**config.mk**
```make
export PLATFORM = sky130hd
export DESIGN_NAME = board_ram_arbiter
export DESIGN_NICKNAME = d
export VERILOG_FILES = /design/src/rtl/board_arb_pkg.sv /design/src/rtl/board_arb_pick.sv /design/src/rtl/board_ram_arbiter.sv
export SDC_FILE = /design/constraint.sdc
export NUM_CORES = 1
export LEC_CHECK = 0
export BUFFER_PORTS_ARGS = -buffer_cell sky130_fd_sc_hd__buf_4
export CAP_MARGIN = 30
export CELL_PAD_IN_SITES_DETAIL_PLACEMENT = 2
export CELL_PAD_IN_SITES_GLOBAL_PLACEMENT = 2
export CORE_MARGIN = 2
export CORE_UTILIZATION = 22
export CTS_CLUSTER_DIAMETER = 80
export DETAILED_ROUTE_END_ITERATION = 10
export GPL_TIMING_DRIVEN = 0
export HOLD_SLACK_MARGIN = 0.15
export PLACE_DENSITY_LB_ADDON = 0.1
export SETUP_SLACK_MARGIN = 0.1
export SYNTH_ARGS = -nofsm -noshare
export SYNTH_HDL_FRONTEND = slang
export SYNTH_SLANG_ARGS = --single-unit
```
**constraint.sdc**
```tcl
create_clock -name CLOCK_50 -period 3.8 [get_ports CLOCK_50]
set_input_delay 0.19 -clock CLOCK_50 [delete_from_list [all_inputs] [get_ports CLOCK_50]]
set_output_delay 0.19 -clock CLOCK_50 [all_outputs]
set_load 0.05 [all_outputs]
```
**src/rtl/board_arb_pkg.sv**
```systemverilog
`default_nettype none
// ============================================================================
//  Module      : board_arb_pkg
//  Description : Shared types and constants for the tile board RAM arbiter:
//                FSM state encoding, default geometry and requester indices.
//  Revision    : 1.0  initial release
// ============================================================================
package board_arb_pkg;

  // Arbiter FSM states; two bits cover the three states.
  typedef enum logic [1:0] {
    IDLE  = 2'd0,
    ISSUE = 2'd1,
    RESP  = 2'd2
  } arb_state_e;

  // Default geometry: three requesters, 16 tiles, 8-bit tile words.
  localparam int N_REQ_DEFAULT = 3;
  localparam int AW_DEFAULT    = 4;
  localparam int DW_DEFAULT    = 8;

  // Requester slot assignment.
  localparam int REQ_INIT = 0;
  localparam int REQ_GAME = 1;
  localparam int REQ_AUX  = 2;

endpackage
`default_nettype wire

```
**src/rtl/board_arb_pick.sv**
```systemverilog
`default_nettype none
// ============================================================================
//  Module      : board_arb_pick
//  Description : Combinational winner picker for the board RAM arbiter.
//                With BOARD_ARB_RR_EN defined the search starts one past
//                the pointer (round robin); otherwise the lowest requesting
//                index wins and the pointer is ignored.
//  Revision    : 1.0  initial release
// ============================================================================
module board_arb_pick
  import board_arb_pkg::*;
#(
  parameter int N_REQ = N_REQ_DEFAULT,
  parameter int IW    = $clog2(N_REQ)
) (
  input  logic [N_REQ-1:0] req,
  input  logic [IW-1:0]    ptr,
  output logic [IW-1:0]    winner,
  output logic             found
);

`ifdef BOARD_ARB_RR_EN
  // Round robin: first requester found scanning upward from ptr+1, wrapping.
  always_comb begin : p_pick_rr
    int idx;
    idx    = 0;
    winner = '0;
    found  = 1'b0;
    for (int off = 1; off <= N_REQ; off++) begin
      idx = (int'(ptr) + off) % N_REQ;
      if (!found && req[IW'(idx)]) begin
        found  = 1'b1;
        winner = IW'(idx);
      end
    end
  end
`else
  // The pointer has no meaning under fixed priority.
  logic unused_ptr;
  assign unused_ptr = ^ptr;

  // Fixed priority: scanning downward lets the lowest index overwrite last.
  always_comb begin : p_pick_fixed
    winner = '0;
    found  = 1'b0;
    for (int i = N_REQ - 1; i >= 0; i--) begin
      if (req[IW'(i)]) begin
        found  = 1'b1;
        winner = IW'(i);
      end
    end
  end
`endif

endmodule
`default_nettype wire

```
**src/rtl/board_ram_arbiter.sv**
```systemverilog
`default_nettype none
// ============================================================================
//  Module      : board_ram_arbiter
//  Description : Shares the single game-side port of the 16-tile board RAM
//                among the initializer, game FSM and auxiliary reader. One
//                transaction at a time: IDLE -> ISSUE (grant, RAM access)
//                -> RESP (completion, read data). The owner may chain
//                accesses with lock+req for atomic read-modify-write.
//                Define BOARD_ARB_RR_EN for round-robin arbitration;
//                default is fixed priority (lowest index wins).
//  Revision    : 1.0  initial release
// ============================================================================
module board_ram_arbiter
  import board_arb_pkg::*;
#(
  parameter int N_REQ = N_REQ_DEFAULT,
  parameter int AW    = AW_DEFAULT,
  parameter int DW    = DW_DEFAULT
) (
  input  logic                     CLOCK_50,
  input  logic                     reset,
  input  logic [N_REQ-1:0]         req,
  input  logic [N_REQ-1:0]         lock,
  input  logic [N_REQ*AW-1:0]      req_addr,
  input  logic [N_REQ-1:0]         req_we,
  input  logic [N_REQ*DW-1:0]      req_wdata,
  output logic [N_REQ-1:0]         gnt,
  output logic [N_REQ-1:0]         rvalid,
  output logic [DW-1:0]            rdata,
  output logic [AW-1:0]            ram_addr,
  output logic                     ram_we,
  output logic [DW-1:0]            ram_wdata,
  input  logic [DW-1:0]            ram_rdata,
  output logic                     busy,
  output logic [$clog2(N_REQ)-1:0] owner
);

  localparam int IW = $clog2(N_REQ);

  arb_state_e        state_q, state_d;
  logic [IW-1:0]     owner_q, owner_d;
  logic [N_REQ-1:0]  gnt_q, gnt_d;
  logic [N_REQ-1:0]  rvalid_q, rvalid_d;
  logic [AW-1:0]     ram_addr_q, ram_addr_d;
  logic              ram_we_q, ram_we_d;
  logic [DW-1:0]     ram_wdata_q, ram_wdata_d;
  logic              busy_q, busy_d;

  logic [IW-1:0]     pick_ptr;
  logic [IW-1:0]     winner;
  logic              found;

  // Slice selected for loading the RAM command: the fresh winner in IDLE,
  // the current owner for a locked continuation in RESP.
  logic [IW-1:0]     sel;
  logic [AW-1:0]     sel_addr;
  logic              sel_we;
  logic [DW-1:0]     sel_wdata;

`ifdef BOARD_ARB_RR_EN
  logic [IW-1:0]     ptr_q, ptr_d;

  // Pointer follows each fresh IDLE->ISSUE win; locked continuations leave it.
  always_comb begin
    ptr_d = ptr_q;
    if (state_q == IDLE && found) begin
      ptr_d = winner;
    end
  end

  // Round-robin pointer register; resets so that requester 0 is searched first.
  always_ff @(posedge CLOCK_50) begin
    if (reset) begin
      ptr_q <= IW'(N_REQ - 1);
    end else begin
      ptr_q <= ptr_d;
    end
  end

  assign pick_ptr = ptr_q;
`else
  assign pick_ptr = '0;
`endif

  board_arb_pick #(
    .N_REQ (N_REQ),
    .IW    (IW)
  ) u_pick (
    .req    (req),
    .ptr    (pick_ptr),
    .winner (winner),
    .found  (found)
  );

  // Extract the command fields of the selected requester.
  always_comb begin
    sel       = (state_q == IDLE) ? winner : owner_q;
    sel_addr  = req_addr[int'(sel)*AW +: AW];
    sel_we    = req_we[sel];
    sel_wdata = req_wdata[int'(sel)*DW +: DW];
  end

  // Next-state and next-output logic; every output is the registered copy.
  always_comb begin
    state_d     = state_q;
    owner_d     = owner_q;
    gnt_d       = '0;
    rvalid_d    = '0;
    ram_addr_d  = ram_addr_q;
    ram_we_d    = 1'b0;
    ram_wdata_d = ram_wdata_q;

    case (state_q)
      IDLE: begin
        if (found) begin
          state_d        = ISSUE;
          owner_d        = winner;
          gnt_d[winner]  = 1'b1;
          ram_addr_d     = sel_addr;
          ram_we_d       = sel_we;
          ram_wdata_d    = sel_wdata;
        end
      end
      ISSUE: begin
        state_d           = RESP;
        rvalid_d[owner_q] = 1'b1;
      end
      RESP: begin
        if (lock[owner_q] && req[owner_q]) begin
          state_d        = ISSUE;
          gnt_d[owner_q] = 1'b1;
          ram_addr_d     = sel_addr;
          ram_we_d       = sel_we;
          ram_wdata_d    = sel_wdata;
        end else begin
          state_d = IDLE;
        end
      end
      default: begin
        state_d = IDLE;
      end
    endcase

    busy_d = (state_d != IDLE);
  end

  // State and output registers; reset drops any in-flight transaction.
  always_ff @(posedge CLOCK_50) begin
    if (reset) begin
      state_q     <= IDLE;
      owner_q     <= '0;
      gnt_q       <= '0;
      rvalid_q    <= '0;
      ram_addr_q  <= '0;
      ram_we_q    <= 1'b0;
      ram_wdata_q <= '0;
      busy_q      <= 1'b0;
    end else begin
      state_q     <= state_d;
      owner_q     <= owner_d;
      gnt_q       <= gnt_d;
      rvalid_q    <= rvalid_d;
      ram_addr_q  <= ram_addr_d;
      ram_we_q    <= ram_we_d;
      ram_wdata_q <= ram_wdata_d;
      busy_q      <= busy_d;
    end
  end

  assign gnt       = gnt_q;
  assign rvalid    = rvalid_q;
  assign rdata     = ram_rdata;
  assign ram_addr  = ram_addr_q;
  assign ram_we    = ram_we_q;
  assign ram_wdata = ram_wdata_q;
  assign busy      = busy_q;
  assign owner     = owner_q;

endmodule
`default_nettype wire
```
==> metrics <==
initial antenna violation count=0; Setup-failing EPs final=0; Final Skew=2.81 ps; Slew Limit Headroom=0.569; CTS sink cnt=23; Logic pwr share=0.399; # IOs=85; Wirelength per Cell=16.3 um; Max Cap Violations=0; sw power=276 uW; Area Growth Syn to Fin=50.8%; Synth cell types=26; Overflow after GRT=0; Clk pwr share=0.214; layout cells sized above 1=0.489; CP bufs+invs=2; share of power burned in registers=0.387; drt total wl=4.17 mm; status=completed; # DRC=0; CTS resizes=0; delay-heaviest family, CP=buffers and inverters; Reg clk slew, reported paths=80 ps; GRT Util Overall=0.150; # Post-CTS Setup Buffers=0; Worst Tran Pin Value=639 ps; Core Region=0.00507 mm2; Final #Nets=242; die area=0.00581 mm2; worst endpoint required time=3980 ps; CP Class=flop to flop; hold buffers post-CTS=0; critical path's slowest cell=nor4b_2; Fmax=529 MHz; setup TNS=0 ps; hold violation count in the final report=0; slowest stage delay, CP=440 ps; CP endpoint kind=flop; Switching Share=0.382; mean post-synth cell area=9.48 um2; period utilization=0.497; maximum VDD drop=147 uV; hold slack=210 ps; number of DRC markers in iteration 0=42; CTS max path bufs=2; crit path launch type=flop; Die H=76.2 um; Rows=26; # placed instances=252; mapped cell area=0.00115 mm2; post-DP HPWL=3.12 mm; Vias=1,229; Layout Utilization=0.341; vias per inst=4.80; final cell count without fillers=256; diode count=0; CTS tree=built; CTS Buf Count=3; Clk Latency, worst-skew pair=270 ps; die extent in x=76.2 um; total power draw=723 uW; DRT Pass-1 Iters=4; RSZ-0062 raised after global routing=false; flops & latches, synth=23; fin crit period=1890 ps; Routed Antenna Nets=0; YS warnings=0; vias in the first global route=1,480; Port Buf Inserts=59; CTS HTree Levels=1; Worst Path Arrival=2070 ps; maximum fanout along the worst path=10; pwr dens=418 mW/mm2; Routability Congestion=0.743; Post-Syn Instances=121; CP cell instances=buf_2 > nor4b_2 > clkbuf_1 > o21ai_0 > a311oi_2; largest net degree at the start of global routing=13; max-slew violation count=0; sequential area share after synthesis=0.401; Pleak=0.738 nW; worst min-delay path class=input pin to flop; global-route wire length before repair=7.04 mm; Int Pwr=447 uW; Initial Utilization=0.226; CTS root buffer=clkbuf_8
[Yosys cell counts, drive strengths merged]
master | number | area, um2
nand2b | 1 | 6.26
nor3 | 3 | 15.0
and4b | 1 | 10.0
and2 | 1 | 6.26
or4b | 1 | 10.0
nand3 | 13 | 65.1
a311oi | 12 | 168
o21ai | 14 | 70.1
conb | 1 | 3.75
o21a | 1 | 7.51
dfxtp | 23 | 460
nor2 | 3 | 11.3
nor4 | 12 | 75.1
buf | 17 | 123
mux2i | 1 | 10.0
or3 | 1 | 11.3
nor2b | 1 | 6.26
nor3b | 2 | 15.0
a21oi | 3 | 15.0
nor4b | 1 | 15.0
nor4bb | 1 | 10.0
clkbuf | 7 | 26.3
a211oi | 1 | 7.51
[worst reg2reg max path: cells and delay by family, from the launching register on]
family	cells	cell delay, ps
AOI/OAI and AO/OA	2	500
buffers and inverters	2	570
DFF	1	300
and+or+nand+nor	1	440
[through the flow]
step / instance area, um2 / setup WS (ps)
finish: 1730 / 1910
global route: 1730 / 1700
CTS: 1730 / 1860
detailed placement: 1690 / 1890
global placement: 1690 / 1970
floorplan: 1150 / 2080
[registers in the layout (all words and copies together) (netlist names)]
register,count
ram_wdata,8
gnt,3
owner,1
ram_addr,4
busy,1
ram_we,1
state_q,2
rvalid,3
[cell usage in the layout (no fill, tap or decap), drive strengths merged, types with 2 or more instances in the layout]
cell     n
buf     76
dfxtp   23
o21ai   14
nand3   13
nor4    12
a311oi  12
clkbuf  11
nor2     3
a21oi    3
nor3     3
conb     3
nor3b    2
[power groups by stage]
stage / Combinational [mW] / Sequential [mW] / Clock [mW]
2_1_floorplan: 0.116 / 0.364 / 0
3_3_place_gp: 0.285 / 0.284 / 0
3_5_place_dp: 0.290 / 0.286 / 0
4_1_cts: 0.292 / 0.281 / 0.160
5_1_grt: 0.308 / 0.284 / 0.169
6_report: 0.288 / 0.280 / 0.155
[area by class of cell]
type / count / area (um2)
fillers: 585 / 3340
multi-input cells: 76 / 546
flip-flops and latches: 23 / 460
repair buffers: 59 / 443
plain buffers: 24 / 149
well taps: 70 / 87.6
clock buffers: 4 / 45.0
[per-layer routing]
metal	global-route usage	wire [um]	up-vias
li1	-	-	573
met1	0.166	1720	591
met2	0.278	2180	59
met3	0.0296	188	6
met4	0.0655	78	0
met5	0	0	-
[kinds of logic (layout without fill, tap and decap cells)]
kind of cell           Yosys count  after routing  synth area share
multiplexers                     1              1           0.00872
buffers and inverters           24             87             0.130
AO/OA/AOI/OAI                   31             31             0.233
other                            1              3           0.00327
AND/OR/NAND/NOR                 41             41             0.224
flip-flops                      23             23             0.401
[final timing paths]
check        startpoint      endpoint  slack (ps)  cells past startpoint
min           req_we[1]        ram_we         210                      3
max reg2reg  state_q[1]  ram_wdata[0]        1910                      5
min reg2reg    owner[0]     rvalid[0]         540                      1
max          state_q[1]  ram_wdata[0]        1910                      5
Power figures use the tool's default switching activity.
